--- src/rtl/flasher_mon_pkg.sv ---
// Shared types and defaults for the LED flasher monitor.
// Holds the monitor state encoding and default widths.
package flasher_mon_pkg;

    localparam int DEF_WIDTH = 16;
    localparam int DEF_CNT_W = 8;

    typedef enum logic [1:0] {
        IDLE = 2'd0,
        RISE = 2'd1,
        FALL = 2'd2
    } mon_state_t;

endpackage

--- src/rtl/thermo_decode.sv ---
// Thermometer-code decoder: count of lit LEDs plus a
// flag telling whether the vector is a clean thermometer.
module thermo_decode
    import flasher_mon_pkg::*;
#(
    parameter int WIDTH = DEF_WIDTH
) (
    input  logic [WIDTH-1:0]         led,
    output logic [$clog2(WIDTH+1)-1:0] level,
    output logic                     valid
);

    localparam int LW = $clog2(WIDTH+1);

    logic [WIDTH-1:0] led_inc;

    // 2^n-1 plus one has no bit in common with itself
    assign led_inc = led + WIDTH'(1);
    assign valid   = (led & led_inc) == '0;

    always_comb begin
        level = '0;
        for (int i = 0; i < WIDTH; i++) begin
            level = level + LW'(led[i]);
        end
    end

endmodule

--- src/rtl/flasher_monitor.sv ---
// Watches a thermometer LED flasher: tracks level, rise/fall
// direction, turning points, completed sequences and errors.
module flasher_monitor
    import flasher_mon_pkg::*;
#(
    parameter int WIDTH = DEF_WIDTH,
    parameter int CNT_W = DEF_CNT_W
) (
    input  logic                       clk,
    input  logic                       rst,
    input  logic                       flick,
    input  logic [WIDTH-1:0]           led,
    output logic [$clog2(WIDTH+1)-1:0] level,
    output logic [1:0]                 state,
    output logic                       turn,
    output logic [$clog2(WIDTH+1)-1:0] peak_level,
    output logic [$clog2(WIDTH+1)-1:0] valley_level,
    output logic                       cycle_done,
    output logic [CNT_W-1:0]           cycle_count,
    output logic                       err_pattern,
    output logic                       err_step,
    output logic                       err_start
);

    localparam int LW = $clog2(WIDTH+1);

    logic [WIDTH-1:0] led_q;
    logic [LW-1:0]    n;
    logic             n_ok;
    logic             up;
    logic             dn;
    logic             big;

    mon_state_t       state_q;
    mon_state_t       state_d;
    logic             armed_q;
    logic             armed_d;
    logic [LW-1:0]    level_d;
    logic [LW-1:0]    peak_d;
    logic [LW-1:0]    valley_d;
    logic             turn_d;
    logic             done_d;
    logic [CNT_W-1:0] cnt_d;
    logic             ep_d;
    logic             es_d;
    logic             est_d;

    thermo_decode #(.WIDTH(WIDTH)) u_dec (
        .led   (led_q),
        .level (n),
        .valid (n_ok)
    );

    assign state = state_q;
    assign up    = n > level;
    assign dn    = n < level;
    assign big   = up ? ((n - level) > LW'(1))
                      : ((level - n) > LW'(1));

    always_comb begin
        state_d  = state_q;
        armed_d  = armed_q | ((state_q == IDLE) & flick);
        level_d  = level;
        peak_d   = peak_level;
        valley_d = valley_level;
        turn_d   = 1'b0;
        done_d   = 1'b0;
        cnt_d    = cycle_count;
        ep_d     = err_pattern;
        es_d     = err_step;
        est_d    = err_start;
        if (!n_ok) begin
            ep_d = 1'b1;
        end else if (up || dn) begin
            level_d = n;
            if (big) es_d = 1'b1;
            unique case (state_q)
                IDLE: begin
                    state_d = RISE;
                    if (!armed_q) est_d = 1'b1;
                end
                RISE: begin
                    if (dn) begin
                        turn_d = 1'b1;
                        peak_d = level;
                        if (n == '0) begin
                            state_d = IDLE;
                            done_d  = 1'b1;
                        end else begin
                            state_d = FALL;
                        end
                    end
                end
                FALL: begin
                    if (up) begin
                        turn_d   = 1'b1;
                        valley_d = level;
                        state_d  = RISE;
                    end else if (n == '0) begin
                        state_d = IDLE;
                        done_d  = 1'b1;
                    end
                end
                default: state_d = IDLE;
            endcase
        end
        if (done_d && (cycle_count != '1)) begin
            cnt_d = cycle_count + CNT_W'(1);
        end
        // a fresh sequence must be kicked again
        if ((state_d == IDLE) && (state_q != IDLE)) begin
            armed_d = 1'b0;
        end
    end

    always_ff @(posedge clk or posedge rst) begin
        if (rst) begin
            led_q        <= '0;
            state_q      <= IDLE;
            armed_q      <= 1'b0;
            level        <= '0;
            peak_level   <= '0;
            valley_level <= '0;
            turn         <= 1'b0;
            cycle_done   <= 1'b0;
            cycle_count  <= '0;
            err_pattern  <= 1'b0;
            err_step     <= 1'b0;
            err_start    <= 1'b0;
        end else begin
            led_q        <= led;
            state_q      <= state_d;
            armed_q      <= armed_d;
            level        <= level_d;
            peak_level   <= peak_d;
            valley_level <= valley_d;
            turn         <= turn_d;
            cycle_done   <= done_d;
            cycle_count  <= cnt_d;
            err_pattern  <= ep_d;
            err_step     <= es_d;
            err_start    <= est_d;
        end
    end

endmodule

--- config.mk ---
export PLATFORM = sky130hd
export DESIGN_NAME = flasher_monitor
export DESIGN_NICKNAME = d
export VERILOG_FILES = /design/src/rtl/flasher_mon_pkg.sv /design/src/rtl/thermo_decode.sv /design/src/rtl/flasher_monitor.sv
export SDC_FILE = /design/constraint.sdc
export NUM_CORES = 1
export LEC_CHECK = 0
export BUFFER_PORTS_ARGS = -buffer_cell sky130_fd_sc_hd__buf_4
export CAP_MARGIN = 20
export CELL_PAD_IN_SITES_DETAIL_PLACEMENT = 0
export CELL_PAD_IN_SITES_GLOBAL_PLACEMENT = 1
export CORE_MARGIN = 3
export CORE_UTILIZATION = 40
export CTS_CLUSTER_DIAMETER = 50
export DETAILED_ROUTE_END_ITERATION = 12
export PLACE_DENSITY_LB_ADDON = 0.1
export SYNTH_ARGS = -nofsm -noshare
export SYNTH_HDL_FRONTEND = slang
export SYNTH_SLANG_ARGS = --single-unit
--- constraint.sdc ---
create_clock -name clk -period 5.3 [get_ports clk]
set_clock_uncertainty 0.05 [all_clocks]
set_input_delay 1.06 -clock clk [delete_from_list [all_inputs] [get_ports clk]]
set_output_delay 1.06 -clock clk [all_outputs]
set_load 0.05 [all_outputs]
==> flow_metrics.py, run 1 <==
metrics = {
    "logic_synthesis": {
        "synth_top_area_share": 0.413,
        "yosysTopAreaCell": "dfrtp_1",
        "synth_nets": 321,
        "avgSynthCellArea_um2": 10.6,
        "synth_seq_cells": 47,
        "synthTopCellsByCount": "47 x dfrtp_1, 38 x inv_1, 21 x ha_1",
        "syn-cell-area_um2": 2850,
        "seq_area_frac_synth": 0.413,
        "synth_area_leaders": "dfrtp_1 41%, ha_1 9.2%, fa_1 8.4%, inv_1 5.0%, mux2_2 4.3%",
        "ys.flop_type": "dfrtp_1",
        "synthCells": 269,
        "yosys_warnings": 0,
        "async_flop_share": 1.00,
        "yosysMostFrequentCell": "dfrtp_1",
        "synth_edf_count": 0,
        "synthDistinctLibCells": 53,
    },
    "sta": {
        "relSlewSlack": 0.384,
        "post-route-period-util": 1.03,
        "slew_violations": 0,
        "rsz0062_at_grt": "yes",
        "fmax_mhz": 183,
        "finalHoldViolCount": 0,
        "setup_viol": 27,
        "tightest_slew_ns": 0.923,
        "min_period_ns": 5.45,
        "finalSetupTns_ns": -1.93,
        "worst_slack_ns": -0.154,
    },
    "routing": {
        "ant_nets": 0,
        "via_per_inst": 4.86,
        "wl_per_cell_um": 13.9,
        "via_count": 2249,
        "drtIter0Drc": 46,
        "drcViolationCount": 0,
        "wl_um": 6430,
        "drt_first_pass_iters": 4,
    },
    "die": {
        "start_util": 0.415,
        "core_um2": 6870,
        "rows": 30,
        "die_width_um": 90.4,
        "io_pins": 49,
        "die_h_um": 90.4,
        "die-area_um2": 8170,
    },
    "run_status": {
        "violations": "setup timing",
        "status": "complete, but fails checks",
    },
    "clocking": {
        "clk_path_buf_depth": 2,
        "cts_tree": "yes",
        "clock_sinks": 47,
        "cts_root_buffer": "clkbuf_8",
        "path_clk_slew_ns": 0.09,
        "cts_max_level": 2,
        "clk_latency_ns": 0.30,
        "cts_buffers": 5,
    },
    "grt": {
        "grt_pass1_vias": 2164,
        "grt_pass1_wl_um": 10500,
        "antenna_found_initial": 0,
        "grt_max_degree": 48,
        "grtUsageTotal": 0.159,
        "gr-total-overflow": 0,
    },
    "layout": {
        "stdcell_area_um2": 4090,
        "multiInputGateArea_um2": 1790,
        "num-fill-cells": 572,
        "fin_cells": 463,
        "seq_area_um2": 1180,
        "syn_to_final_growth_pct": 43.5,
        "nets": 419,
        "drive_above_1_share": 0.439,
        "post-route-util": 0.595,
        "antennaDiodeCount": 0,
    },
    "worst_setup_path": {
        "cp.required_ns": 5.43,
        "crit_arrival_ns": 5.58,
        "crit_type": "flip-flop to flip-flop",
        "cp-end-kind": "flip-flop",
        "critPathMaxFanout": 5,
        "startpoint_type": "flip-flop",
    },
    "power_and_ir_drop": {
        "p_int_mw": 1.29,
        "p_clk_frac": 0.122,
        "sw_frac_of_total": 0.376,
        "ir_drop_uv": 211,
        "power.total_mw": 2.07,
        "switching_power_mw": 0.778,
        "p_leak_nw": 2.10,
        "p_per_area_nw_per_um2": 505,
        "power.share.sequential": 0.180,
        "power_frac_comb": 0.699,
    },
    "placed_design": {
        "place_inst": 440,
        "place_area_um2": 3620,
        "io_buffer_count": 48,
        "gp_congestion": 0.845,
        "hpwl_um": 4800,
    },
    "flow_run": {
        "max-cap-violations": 0,
    },
    "worst_hold_path": {
        "hp-class": "flip-flop to flip-flop",
    },
}
-- registers in the layout, summed over array words and instances, names as in the netlist --
name / cells
led_q: 16
cycle_count: 8
level: 5
peak_level: 5
valley_level: 5
state: 2
armed_q: 1
cycle_done: 1
err_pattern: 1
err_start: 1
err_step: 1
turn: 1
-- per-layer routing --
metal  part of all wire  vias up  GRT usage
li1                   -     1113          -
met1               0.43     1074      0.208
met2               0.52       54      0.269
met3              0.042        8     0.0325
met4              0.011        0     0.0434
met5                  0        -          0
-- worst paths after layout --
path	slack, ns	endpoint	cells after the start	startpoint
hold reg to reg	0.40	err_start	1	armed_q
setup / recovery	-0.15	valley_level[2]	18	led_q[1]
setup reg to reg	-0.15	valley_level[2]	18	led_q[1]
max in group asynchronous	3.70	armed_q	2	rst
hold / removal	0.40	err_start	1	armed_q
min in group asynchronous	0.92	cycle_count[7]	2	rst
-- cell usage in the layout (no fill, tap or decap), types with 3 or more instances in the layout --
cell,netlist,final
a21o_1,3,3
a21oi_1,13,9
a21oi_2,0,3
and3_1,5,5
buf_4,0,87
buf_6,0,6
clkbuf_8,0,5
dfrtp_1,47,47
fa_1,12,9
fa_2,0,3
ha_1,21,17
ha_4,0,4
inv_1,38,34
inv_2,0,4
mux2_4,0,10
nand2_1,15,13
nand3_1,3,3
nand4_1,7,7
nor2_1,13,12
nor2_4,2,3
nor3_4,0,6
o21ai_0,10,8
xnor2_1,4,3
xor2_1,8,7
-- critical path, cell delays in order, from the launching register on --
cell and delay [ns]:
dfrtp_1 0.42, ha_4 0.25, fa_1 0.52, fa_1 0.43, fa_1 0.51, fa_1 0.43, fa_2 0.38, fa_2 0.57
inv_2 0.05, ha_4 0.26, nor2b_4 0.15, o211ai_1 0.10, buf_4 0.15, buf_4 0.13, buf_6 0.11, a21oi_4 0.16
nand2_2 0.10, nor2_4 0.21, mux2_2 0.37
-- kinds of logic (layout without fill, tap and decap cells) --
family / after synthesis / after routing / share of synthesized area
and+or+nand+nor: 73 / 73 / 0.154
AOI/OAI and AO/OA: 50 / 50 / 0.117
DFF: 47 / 47 / 0.413
buffers and inverters: 42 / 140 / 0.0557
adders and majority gates: 33 / 33 / 0.176
xor gates and xnor gates: 12 / 12 / 0.0369
muxes: 12 / 12 / 0.0474
-- per-stage QoR --
stage	setup WS, ns	hold slack [ns]
after floorplan	-0.249	0.384
after global placement	-0.292	0.396
after detailed placement	-0.368	0.399
after CTS	-0.264	0.406
after global routing	-0.314	0.418
final	-0.154	0.405
-- what timing repair did --
action / in CTS / in global routing
pin swaps: 11 / 18
gates resized for setup: 18 / 35
cloned: 0 / 1
hold buffers: 0 / 0
setup endpoints to repair: 30 / 30
buffers inserted: 6 / 9
-- power groups by stage --
stage / Clock [mW] / Combinational, mW / Sequential [mW]
2_1_floorplan: 0 / 0.710 / 0.378
3_3_place_gp: 0 / 1.09 / 0.378
3_5_place_dp: 0 / 1.09 / 0.378
4_1_cts: 0.258 / 1.20 / 0.371
5_1_grt: 0.275 / 1.57 / 0.372
6_report: 0.252 / 1.44 / 0.371
-- layout make-up --
type                            instances  area share
Sequential cell                        47       0.288
Clock inverter                          1     0.00734
Multi-Input combinational cell        180       0.438
Clock buffer                            6      0.0177
Inverter                               38      0.0349
Tap cell                               96      0.0294
Timing Repair Buffer                   95       0.185
Power figures use the tool's default switching activity.
==> run 2: changes to the inputs <==
Settings changed: BUFFER_PORTS_ARGS -buffer_cell sky130_fd_sc_hd__buf_4 to not set, CORE_UTILIZATION 40 to 45, CTS_BUF_LIST set to sky130_fd_sc_hd__clkbuf_16, DONT_BUFFER_PORTS set to 1.
==> run 2 against run 1 <==
Net effect:
- die area shrank 10%
- worst setup slack lost 0.095 ns
- fmax is 1.7% lower
- register-to-register slack got worse by 0.09 ns
- the flow still finishes with violations (setup timing)
- critical path depth fell by 1
- highest routed layer unchanged
- hold slack better by 0.060 ns
- power increased by 0.17%
- non-clock buffer count down 50
- sequential cell count unchanged
- critical path type unchanged
==> flow_metrics.py, run 2 (synthesis gave the netlist of run 1 again) <==
metrics = {
    "layout": {
        "stdcell_area_um2": 3700,
        "largest_reg_flops": 16,
        "reg_top3": "led_q x16, cycle_count x8",
        "post-route-util": 0.613,
        "antennaDiodeCount": 0,
        "fin_cells": 393,
        "final_common_cell": "dfrtp_1",
        "layout_common_cells": "47 x dfrtp_1, 38 x buf_4, 36 x inv_1",
        "largest_register": "led_q",
        "syn_to_final_growth_pct": 29.7,
        "nets": 369,
        "drive_above_1_share": 0.346,
    },
    "power_and_ir_drop": {
        "p_leak_nw": 1.80,
        "p_per_area_nw_per_um2": 560,
        "p_clk_frac": 0.202,
        "p_int_mw": 1.32,
        "switching_power_mw": 0.753,
        "power.share.sequential": 0.180,
        "power_frac_comb": 0.619,
        "sw_frac_of_total": 0.364,
        "ir_drop_uv": 340,
    },
    "placed_design": {
        "gp_congestion": 0.753,
        "place_area_um2": 3260,
        "hpwl_um": 4580,
        "io_buffer_count": 0,
        "place_inst": 375,
    },
    "worst_hold_path": {
        "hp-class": "flip-flop to flip-flop",
        "hold_depth": 1,
    },
    "clocking": {
        "cts_buffers": 5,
        "cts_tree": "yes",
        "clk_latency_ns": 0.29,
        "path_clk_slew_ns": 0.07,
        "cts_root_buffer": "clkbuf_16",
        "cts_max_level": 2,
        "clock_sinks": 47,
        "clk_path_buf_depth": 2,
    },
    "worst_setup_path": {
        "crit_top_cell": "fa_1",
        "rr_worst_depth": 17,
        "critPathMaxFanout": 4,
        "max_stage_delay_ns": 0.56,
        "startpoint_type": "flip-flop",
        "crit_arrival_ns": 5.67,
        "cp.required_ns": 5.42,
        "worst_path_max_delay_cell": "fa_2",
        "crit_type": "flip-flop to flip-flop",
        "cp-end-kind": "flip-flop",
        "crit_chain": "ha_1, fa_1, fa_1, fa_1, fa_1, fa_2, fa_2, inv_2, ha_4, nor2b_4, o211ai_1, buf_4, a21oi_2, nor4b_4, nand3_4, nor3b_4, mux2_4",
    },
    "sta": {
        "min_period_ns": 5.55,
        "fmax_mhz": 180,
        "finalHoldViolCount": 0,
        "worst_slack_ns": -0.249,
        "post-route-period-util": 1.05,
        "tightest_slew_ns": 0.938,
        "holdWs_ns": 0.464,
        "slew_violations": 0,
        "rsz0062_at_grt": "yes",
        "setup_viol": 23,
        "relSlewSlack": 0.374,
    },
    "grt": {
        "antenna_found_initial": 0,
        "grt_pass1_wl_um": 10300,
        "gr-total-overflow": 0,
        "grtUsageTotal": 0.178,
        "grt_max_degree": 48,
        "grt_pass1_vias": 2123,
    },
    "routing": {
        "ant_nets": 0,
        "via_count": 2043,
        "wl_um": 6080,
        "drtIter0Drc": 56,
        "wl_per_cell_um": 15.5,
        "drt_first_pass_iters": 4,
        "drcViolationCount": 0,
        "via_per_inst": 5.20,
    },
    "die": {
        "io_pins": 49,
        "rows": 28,
        "start_util": 0.473,
        "core_um2": 6030,
        "die_h_um": 85.6,
        "die_width_um": 85.6,
        "die-area_um2": 7320,
    },
    "run_status": {
        "status": "complete, but fails checks",
        "violations": "setup timing",
    },
    "flow_run": {
        "max-cap-violations": 0,
    },
}
## run 2: cell count changes in the layout (fill, tap and decap cells not counted), sizes merged
| cell | previous run | this run |
|---|---|---|
| clkbuf | 6 | 5 |
| inv | 38 | 39 |
| buf | 95 | 45 |
| bufinv | 1 | 2 |
## run 2: power groups by stage
stage                     Sequential, mW  Combinational [mW]  Clock, mW
after global routing               0.373                1.43      0.433
after CTS                          0.372                1.23      0.424
after floorplan                    0.378               0.710          0
after global placement             0.379                1.12          0
final                              0.372                1.28      0.417
after detailed placement           0.379                1.13          0
## run 2: metrics by stage
stage                     TNS (ns)  total power, mW  worst slack (ns)
after detailed placement     -7.05             1.51            -0.354
after global routing         -9.16             2.23            -0.456
after CTS                    -4.21             2.02            -0.274
after global placement       -4.76             1.50            -0.271
final                        -3.24             2.07            -0.249
after floorplan             -0.829             1.09            -0.249
## run 2: path summary, 6_finish.rpt
path                           from             end  slack, ns
min in group asynchronous       rst       led_q[14]       0.80
setup / recovery           led_q[1]  cycle_count[1]      -0.25
setup reg to reg           led_q[1]  cycle_count[1]      -0.25
hold reg to reg             armed_q       err_start       0.46
hold / removal              armed_q       err_start       0.46
max in group asynchronous       rst     err_pattern       3.81
## run 2: final cells by class
class | count | area, um^2
flip-flops and latches | 47 | 1180
inverters | 38 | 143
multi-input cells | 180 | 1720
fillers | 515 | 2330
clock inverters | 3 | 71.3
repair buffers | 45 | 364
clock buffers | 5 | 125
well taps | 75 | 93.8
## run 2: timing repair
action	CTS	global route
pin swaps	16	9
buffers inserted	8	2
gates cloned	1	0
gates resized for setup	30	12
setup endpoints to repair	30	30
hold buffers	0	0
## run 2: routing by layer
metal,global-route usage,part of all wire,vias up
met5,0,0,-
met4,0.0475,0.0097,0
met3,0.0355,0.038,6
met2,0.303,0.49,41
met1,0.231,0.46,976
li1,-,-,1020
## run 2: worst max-delay path, delay by kind of cell, from the launching register on
kind	cells	cell delay (ns)
buffers and inverters	2	0.20
muxes	1	0.31
DFF	1	0.38
adders and majority gates	8	3.35
and+or+nand+nor	4	0.84
AOI/OAI and AO/OA	2	0.28
